--- config.mk ---
export PLATFORM = sky130hd
export DESIGN_NAME = clusterv_main_sram_arbiter
export DESIGN_NICKNAME = d
export VERILOG_FILES = /design/src/rtl/clusterv_main_sram_arbiter.sv
export SDC_FILE = /design/constraint.sdc
export NUM_CORES = 1
export LEC_CHECK = 0
export CORE_AREA = 4 4 94 96
export CTS_CLUSTER_SIZE = 40
export DETAILED_ROUTE_END_ITERATION = 12
export DIE_AREA = 0 0 98 100
export PLACE_DENSITY = 0.65
export SYNTH_ARGS = -nofsm -noshare
export SYNTH_HDL_FRONTEND = slang
export SYNTH_SLANG_ARGS = --single-unit
--- constraint.sdc ---
create_clock -name clock -period 1.2 [get_ports clock]
set_input_delay 0.12 -clock clock [delete_from_list [all_inputs] [get_ports clock]]
set_output_delay 0.12 -clock clock [all_outputs]
set_load 0.02 [all_outputs]
--- src/rtl/clusterv_main_sram_arbiter.sv ---
// Two-requester arbiter in front of a single-port byte-enable SRAM.
// Grants at most one access per cycle (round-robin or fixed priority) and
// routes the one-cycle-latency read data back to the requester that issued it.
module clusterv_main_sram_arbiter #(
   parameter int unsigned ADDR_WIDTH = 10,
   parameter int unsigned DATA_WIDTH = 32,
   parameter int unsigned FIXED_PRIO = 0
) (
   input  logic                      clock,
   input  logic                      reset,

   input  logic                      r0_req,
   input  logic                      r0_we,
   input  logic [ADDR_WIDTH-1:0]     r0_addr,
   input  logic [DATA_WIDTH-1:0]     r0_wdata,
   input  logic [DATA_WIDTH/8-1:0]   r0_byte_en,
   output logic                      r0_gnt,
   output logic                      r0_rvalid,
   output logic [DATA_WIDTH-1:0]     r0_rdata,

   input  logic                      r1_req,
   input  logic                      r1_we,
   input  logic [ADDR_WIDTH-1:0]     r1_addr,
   input  logic [DATA_WIDTH-1:0]     r1_wdata,
   input  logic [DATA_WIDTH/8-1:0]   r1_byte_en,
   output logic                      r1_gnt,
   output logic                      r1_rvalid,
   output logic [DATA_WIDTH-1:0]     r1_rdata,

   output logic [ADDR_WIDTH-1:0]     t_addr,
   output logic                      t_read_en,
   output logic                      t_write_en,
   output logic [DATA_WIDTH/8-1:0]   t_byte_en,
   output logic [DATA_WIDTH-1:0]     t_write_data,
   input  logic [DATA_WIDTH-1:0]     t_read_data
);

   localparam int unsigned BE_WIDTH  = DATA_WIDTH / 8;
   localparam bit          USE_FIXED = (FIXED_PRIO != 0);

   // Arbiter and read-return state
   logic last_gnt, last_gnt_d;
   logic rd_pend,  rd_pend_d;
   logic rd_owner, rd_owner_d;

   // Per-cycle decision
   logic gnt0, gnt1, any_gnt, win_we;

   // Pick the winner; last_gnt names the requester served most recently.
   always_comb begin
      gnt0 = 1'b0;
      gnt1 = 1'b0;
      if (reset) begin
         if (r0_req && r1_req) begin
            if (USE_FIXED || last_gnt) begin
               gnt0 = 1'b1;
            end else begin
               gnt1 = 1'b1;
            end
         end else begin
            gnt0 = r0_req;
            gnt1 = r1_req;
         end
      end
   end

   assign any_gnt = gnt0 | gnt1;
   assign r0_gnt  = gnt0;
   assign r1_gnt  = gnt1;

   // Steer the winner's command onto the SRAM port; park at zero when idle.
   always_comb begin
      win_we       = 1'b0;
      t_addr       = '0;
      t_byte_en    = '0;
      t_write_data = '0;
      if (gnt0) begin
         win_we       = r0_we;
         t_addr       = r0_addr;
         t_byte_en    = r0_byte_en;
         t_write_data = r0_wdata;
      end else if (gnt1) begin
         win_we       = r1_we;
         t_addr       = r1_addr;
         t_byte_en    = r1_byte_en;
         t_write_data = r1_wdata;
      end
   end

   assign t_read_en  = any_gnt & ~win_we;
   assign t_write_en = any_gnt &  win_we;

   // Next-state: priority moves only on a grant; a read grant books the return slot.
   always_comb begin
      last_gnt_d = last_gnt;
      rd_pend_d  = 1'b0;
      rd_owner_d = rd_owner;
      if (any_gnt) begin
         last_gnt_d = gnt1;
      end
      if (t_read_en) begin
         rd_pend_d  = 1'b1;
         rd_owner_d = gnt1;
      end
   end

   // State registers; reset hands the first conflict to requester 0.
   always_ff @(posedge clock or negedge reset) begin
      if (!reset) begin
         last_gnt <= 1'b1;
         rd_pend  <= 1'b0;
         rd_owner <= 1'b0;
      end else begin
         last_gnt <= last_gnt_d;
         rd_pend  <= rd_pend_d;
         rd_owner <= rd_owner_d;
      end
   end

   // Return path: SRAM data goes only to the owner of the pending read.
   assign r0_rvalid = rd_pend & ~rd_owner;
   assign r1_rvalid = rd_pend &  rd_owner;
   assign r0_rdata  = r0_rvalid ? t_read_data : {DATA_WIDTH{1'b0}};
   assign r1_rdata  = r1_rvalid ? t_read_data : {DATA_WIDTH{1'b0}};

endmodule

==> summary.md, run 1 <==
| Metric | Value |
|---|---|
| Remaining global-route overflow | `0` |
| Unique masters post-synth | `21` |
| Worst Path Class, Setup | `reg2out` |
| Area growth, synth to finish | `386%` |
| TritonCTS Sinks | `3` |
| Insertion delay of the later-clocked pin in the worst-skew pair | `220 ps` |
| Number of buffers added by the clock tree synthesis step | `3` |
| Diode count | `0` |
| Count of input and output buffers | `245` |
| # DRC | `0` |
| Failing checks | `negative setup slack` |
| Starting density of the core | `0.137` |
| Area of the multi-input gates | `0.00145 mm2` |
| Clk root buf | `clkbuf_8` |
| Min Clock Period, post-route | `1770 ps` |
| Die extent in y | `100 um` |
| Critical Path Max Stage Delay | `580 ps` |
| Largest voltage drop on the vdd net | `0.422 mV` |
| Kind of capture point of the worst setup path | `output pin` |
| Number of global-route vias before repair | `2573` |
| Setup clock skew after layout | `3.66 ps` |
| Class of the worst hold path | `in2async` |
| Seq cells post-synth | `3` |
| Achievable frequency | `0.564 GHz` |
| Die outline area | `0.00980 mm2` |
| Final Hold Viols | `0` |
| PwrDens | `608 mW/mm2` |
| Max-Cap Viols | `0` |
| Routed len/inst | `19.3 um` |
| I/O pins | `246` |
| Detailed Route Iter0 Violations | `30` |
| Flip-flop and latch area | `77.6 um2` |
| Mapped Avg Cell Area | `7.51 um2` |
| Layout filler cell count | `603` |
| Post-Syn Instances | `147` |
| Area of the core | `0.00805 mm2` |
| GPL Wtd Cong | `0.821` |
| Net count reported at finish | `575` |
| Antenna violations before repair | `0` |
| Fraction of layout instances using a drive strength above 1 | `0.655` |
| Pin count of the biggest net entering global routing | `34` |
| CTS HTree Levels | `1` |
| Clock tree from TritonCTS | `yes` |
| Worst hold slack after final layout | `46.5 ps` |
| RSZ-0062 raised after global routing | `yes` |
| Clk pin slew, worst setup/hold paths | `30 ps` |
| Initial DRT Pass Iterations | `3` |
| Largest driver fanout on the critical path | `5` |
| Outcome | `complete, but fails checks` |
| Buffers from clock root to sink, at most | `2` |
| Arrival time at the worst endpoint | `1650 ps` |
| PnR worst setup slack | `-571 ps` |
| Proportion of synthesized chip area in sequential cells | `0.0692` |
| Global-route wire length before repair | `13500 um` |
| Final-report max-slew violation count | `0` |
| Share of the clock period used by the worst path | `1.48` |
| Cell area after placement | `0.00400 mm2` |
| Setup-failing EPs final | `119` |
| Placed wire-length estimate | `6680 um` |
| Worst Path Required | `1080 ps` |
| Critical-path top delay cell | `dfstp_2` |
| Number of warning messages in the yosys log | `0` |
| Max_slew headroom | `0.776` |
| Worst Setup Start Kind | `register` |
| Total via count after detailed routing | `2482` |
| Crit path cell chain | `a211oi_4 > buf_6 > buf_12 > buf_16 > a22o_4 > buf_6` |
| Setup WS pre-CTS | `-1030 ps` |
| Synthesized area | `0.00110 mm2` |
| Number of nets produced by synthesis | `277` |
| Antenna-violating nets left | `0` |
| Standby leakage power | `2.45 nW` |
| Final non-filler cell area | `0.00536 mm2` |
| Gr usage total | `0.170` |
| Routed via count divided by cell count | `4.52` |
| Most used cell along the critical path | `buf_6` |
| Worst-margin pin slew | `336 ps` |
| Horizontal die dimension | `98 um` |
| Total length of routed wires | `10600 um` |
| Number of rows in the core area | `33` |
## final timing paths
kind,cells after the start,slack [ps],startpoint,to
worst max-delay path,6,-570,last_gnt$_DFFE_PN1P_,t_write_data[26]
worst min-delay path,2,50,reset,last_gnt$_DFFE_PN1P_
worst max register to register,6,-180,last_gnt$_DFFE_PN1P_,rd_owner$_DFFE_PN0P_
worst min register to register,2,740,last_gnt$_DFFE_PN1P_,last_gnt$_DFFE_PN1P_
max in group asynchronous,3,610,reset,rd_owner$_DFFE_PN0P_
min in group clock,3,290,reset,rd_owner$_DFFE_PN0P_
## kinds of logic after synthesis
kind of cell / synth area share
flops: 0.0692
buf+inv: 0.110
compound gates: 0.422
simple gates: 0.399
## cell type report
type,count,share of cell area
repair buffers,312,0.681
multi-input cells,123,0.270
well taps,105,0.0245
flip-flops and latches,3,0.0145
clock buffers,4,0.00840
inverters,2,0.00140
## layer usage
metal / vias to the layer above / share of wire / global-route usage
met4: 0 / 0.022 / 0.0277
li1: 1171 / - / -
met5: - / 0 / 0
met1: 1141 / 0.36 / 0.185
met3: 16 / 0.086 / 0.0514
met2: 154 / 0.53 / 0.327
## registers in the layout, indices dropped and copies added, names as in the netlist
name      flops
last_gnt      1
rd_owner      1
rd_pend       1
## cells in the final DEF (no fill, tap or decap), types with 3 or more instances in the layout
cell type and count:
a22o_1 19, a22o_4 29, and2_4 33, and3_4 32, buf_12 13, buf_16 5
buf_4 10, buf_6 140, buf_8 5, clkbuf_16 9, clkbuf_8 3, clkdlybuf4s50_1 126
## per-stage QoR
stage	instances	total power, W	util	TNS, ps
finish	549	0.00326	0.666	-39790
detailed placement	491	0.00196	0.497	-73340
CTS	523	0.00275	0.562	-45050
global route	549	0.00340	0.666	-44500
floorplan	147	0.000939	-	-4070
global placement	491	0.00195	0.497	-71290
## cells in the mapped netlist
master | number | area share
nor2b_2 | 1 | 0.0079
o21a_1 | 1 | 0.0068
nor3b_1 | 1 | 0.0068
dfstp_2 | 1 | 0.024
dfrtp_1 | 2 | 0.045
inv_1 | 1 | 0.0034
inv_2 | 1 | 0.0034
buf_6 | 4 | 0.041
a211oi_1 | 1 | 0.0068
a2111oi_0 | 1 | 0.0079
and2b_1 | 1 | 0.0068
nand2_1 | 1 | 0.0034
clkbuf_1 | 9 | 0.031
a22o_1 | 48 | 0.38
nor2_2 | 1 | 0.0057
a211oi_2 | 1 | 0.011
a2bb2oi_1 | 1 | 0.0079
and2_1 | 33 | 0.19
buf_2 | 4 | 0.018
and3_1 | 32 | 0.18
buf_4 | 2 | 0.014
## report_power, final
group / leakage, nW / switching, W / internal [W]
Sequential: 0.0344 / 0.0000285 / 0.000126
Combinational: 2.40 / 0.00107 / 0.00175
Clock: 0.0228 / 0.0000657 / 0.000226
## worst max-delay path: cells and delay by family, from the launching register on
family | cells | cell delay [ps]
buffers and inverters | 4 | 550
DFF | 1 | 580
AOI/OAI and AO/OA | 2 | 300
## what timing repair did
action                                  CTS  global route
setup buffers                            20            19
pin swaps                                 6            61
endpoints found under the setup margin  117           119
hold buffers                              0             1
hold endpoints to repair                  0             2
cloned                                    8            12
resized for setup                       616           211
Power figures use the tool's default switching activity.
==> run 2, diff against run 1 <==
--- a/config.mk
+++ b/config.mk
@@ -13,3 +13,4 @@
 export SYNTH_ARGS = -nofsm -noshare
 export SYNTH_HDL_FRONTEND = slang
 export SYNTH_SLANG_ARGS = --single-unit
+export TNS_END_PERCENT = 1
==> summary.md, run 2 (synthesis results as in run 1) <==
| Metric | Value |
|---|---|
| Worst-margin pin slew | `442 ps` |
| Diode count | `0` |
| Top library cells by usage in the layout, fill and taps aside | `clkdlybuf4s50_1, buf_6, and3_1` |
| Starting density of the core | `0.137` |
| Number of global-route vias before repair | `2355` |
| Total length of routed wires | `8650 um` |
| Horizontal die dimension | `98 um` |
| Global-route wire length before repair | `12600 um` |
| R2r worst-path depth | `2` |
| Standby leakage power | `2.14 nW` |
| Total via count after detailed routing | `2217` |
| Critical Path Max Stage Delay | `600 ps` |
| CTS HTree Levels | `1` |
| Arrival time at the worst endpoint | `1590 ps` |
| Critical-path top delay cell | `dfstp_2` |
| Commonest non-fill, non-tap cell in the layout | `clkdlybuf4s50_1` |
| Number of rows in the core area | `33` |
| I/O pins | `246` |
| Class of the worst hold path | `in2async` |
| # DRC | `0` |
| Detailed Route Iter0 Violations | `23` |
| Core Util, Final | `0.542` |
| GPL Wtd Cong | `0.841` |
| Most used cell along the critical path | `buf_12` |
| Outcome | `complete, but fails checks` |
| Insertion delay of the later-clocked pin in the worst-skew pair | `220 ps` |
| Clk pin slew, worst setup/hold paths | `30 ps` |
| Worst Path Required | `1080 ps` |
| Number of buffers added by the clock tree synthesis step | `3` |
| Die extent in y | `100 um` |
| Clock tree from TritonCTS | `yes` |
| Number of cells on the critical path | `6` |
| Largest voltage drop on the vdd net | `0.379 mV` |
| PnR worst setup slack | `-506 ps` |
| Share of the clock period used by the worst path | `1.42` |
| Antenna violations before repair | `0` |
| Remaining global-route overflow | `0` |
| Pin count of the biggest net entering global routing | `35` |
| Final-report max-slew violation count | `0` |
| PwrDens | `556 mW/mm2` |
| Max_slew headroom | `0.698` |
| Max-Cap Viols | `0` |
| Worst hold slack after final layout | `52.1 ps` |
| TritonCTS Sinks | `3` |
| Setup WS pre-CTS | `-989 ps` |
| Clk root buf | `clkbuf_8` |
| Layout filler cell count | `756` |
| Antenna-violating nets left | `0` |
| Count of input and output buffers | `245` |
| Setup clock skew after layout | `3.50 ps` |
| Net count reported at finish | `528` |
| RSZ-0062 raised after global routing | `yes` |
| Kind of capture point of the worst setup path | `output pin` |
| Area of the core | `0.00805 mm2` |
| Buffers from clock root to sink, at most | `2` |
| Bufs and invs on worst path | `3` |
| Routed via count divided by cell count | `4.42` |
| Setup-failing EPs final | `117` |
| Worst Path Class, Setup | `reg2out` |
| Sum of negative setup slack | `-35310 ps` |
| Biggest registers after layout | `last_gnt: 1 flops, rd_owner: 1 flops, rd_pend: 1 flops` |
| Kind of cell adding the most delay to the critical path | `flip-flops` |
| Post-CTS Hold Fix Bufs | `0` |
| Area growth, synth to finish | `296%` |
| Initial DRT Pass Iterations | `2` |
| Gr usage total | `0.159` |
| Achievable frequency | `0.586 GHz` |
| Placed wire-length estimate | `6620 um` |
| Largest driver fanout on the critical path | `8` |
| Fraction of layout instances using a drive strength above 1 | `0.423` |
| Failing checks | `negative setup slack` |
| Routed len/inst | `17.2 um` |
| Final Hold Viols | `0` |
| Die outline area | `0.00980 mm2` |
| Total power of the final layout | `0.00243 W` |
| Crit path cell chain | `nor2b_4 > nor2_4 > buf_12 > buf_12 > a22o_1 > buf_6` |
| Min Clock Period, post-route | `1710 ps` |
| Worst Setup Start Kind | `register` |
-- run 2: cell count changes in the layout (fill, tap and decap cells not counted), moves of 17 or more --
cell           before  now
and2_1              0   22
and2_4             33   11
and3_1              0   32
and3_4             32    0
buf_6             140   81
dlygate4sd2_1       1   18
-- run 2: worst paths after layout --
| check | from | to | slack [ps] |
|---|---|---|---|
| max in group asynchronous | reset | last_gnt$_DFFE_PN1P_ | 950 |
| min in group clock | reset | last_gnt$_DFFE_PN1P_ | 410 |
| max | last_gnt$_DFFE_PN1P_ | t_addr[9] | -510 |
| min reg2reg | last_gnt$_DFFE_PN1P_ | last_gnt$_DFFE_PN1P_ | 620 |
| max reg2reg | last_gnt$_DFFE_PN1P_ | rd_owner$_DFFE_PN0P_ | 90 |
| min | reset | rd_owner$_DFFE_PN0P_ | 50 |
-- run 2: per-stage QoR --
step	instance area, um2	cells
2_1_floorplan	1370	147
3_3_place_gp	3950	488
3_5_place_dp	3950	488
4_1_cts	4220	500
5_1_grt	4370	502
6_report	4370	502
-- run 2: power by group --
part           leakage [nW]  switching (W)  internal [W]
Clock                0.0228      0.0000668      0.000227
Sequential           0.0355      0.0000226      0.000124
Combinational          2.08       0.000831       0.00116
Total                  2.14       0.000920       0.00151
-- run 2: timing repair --
| item | CTS | global route |
|---|---|---|
| gates resized for setup | 512 | 67 |
| gates cloned | 4 | 3 |
| buffers inserted | 4 | 0 |
| pin swaps | 12 | 27 |
| endpoints found under the setup margin | 117 | 118 |
-- run 2: per-layer routing --
layer  global-route usage  vias up  routed length [um]
met4               0.0298        0                  51
li1                     -     1061                   -
met1                0.172     1025                3110
met2                0.312      127                4770
met5                    0        -                   0
met3               0.0417        4                 713
-- run 2: final cells by class --
| type | instances | area (um2) | share of cell area |
|---|---|---|---|
| multi-input cells | 123 | 1210 | 0.277 |
| repair buffers | 265 | 2890 | 0.663 |
| flip-flops and latches | 3 | 76.3 | 0.0175 |
| inverters | 2 | 7.51 | 0.00172 |
| clock buffers | 4 | 45.0 | 0.0103 |
| well taps | 105 | 131 | 0.0301 |
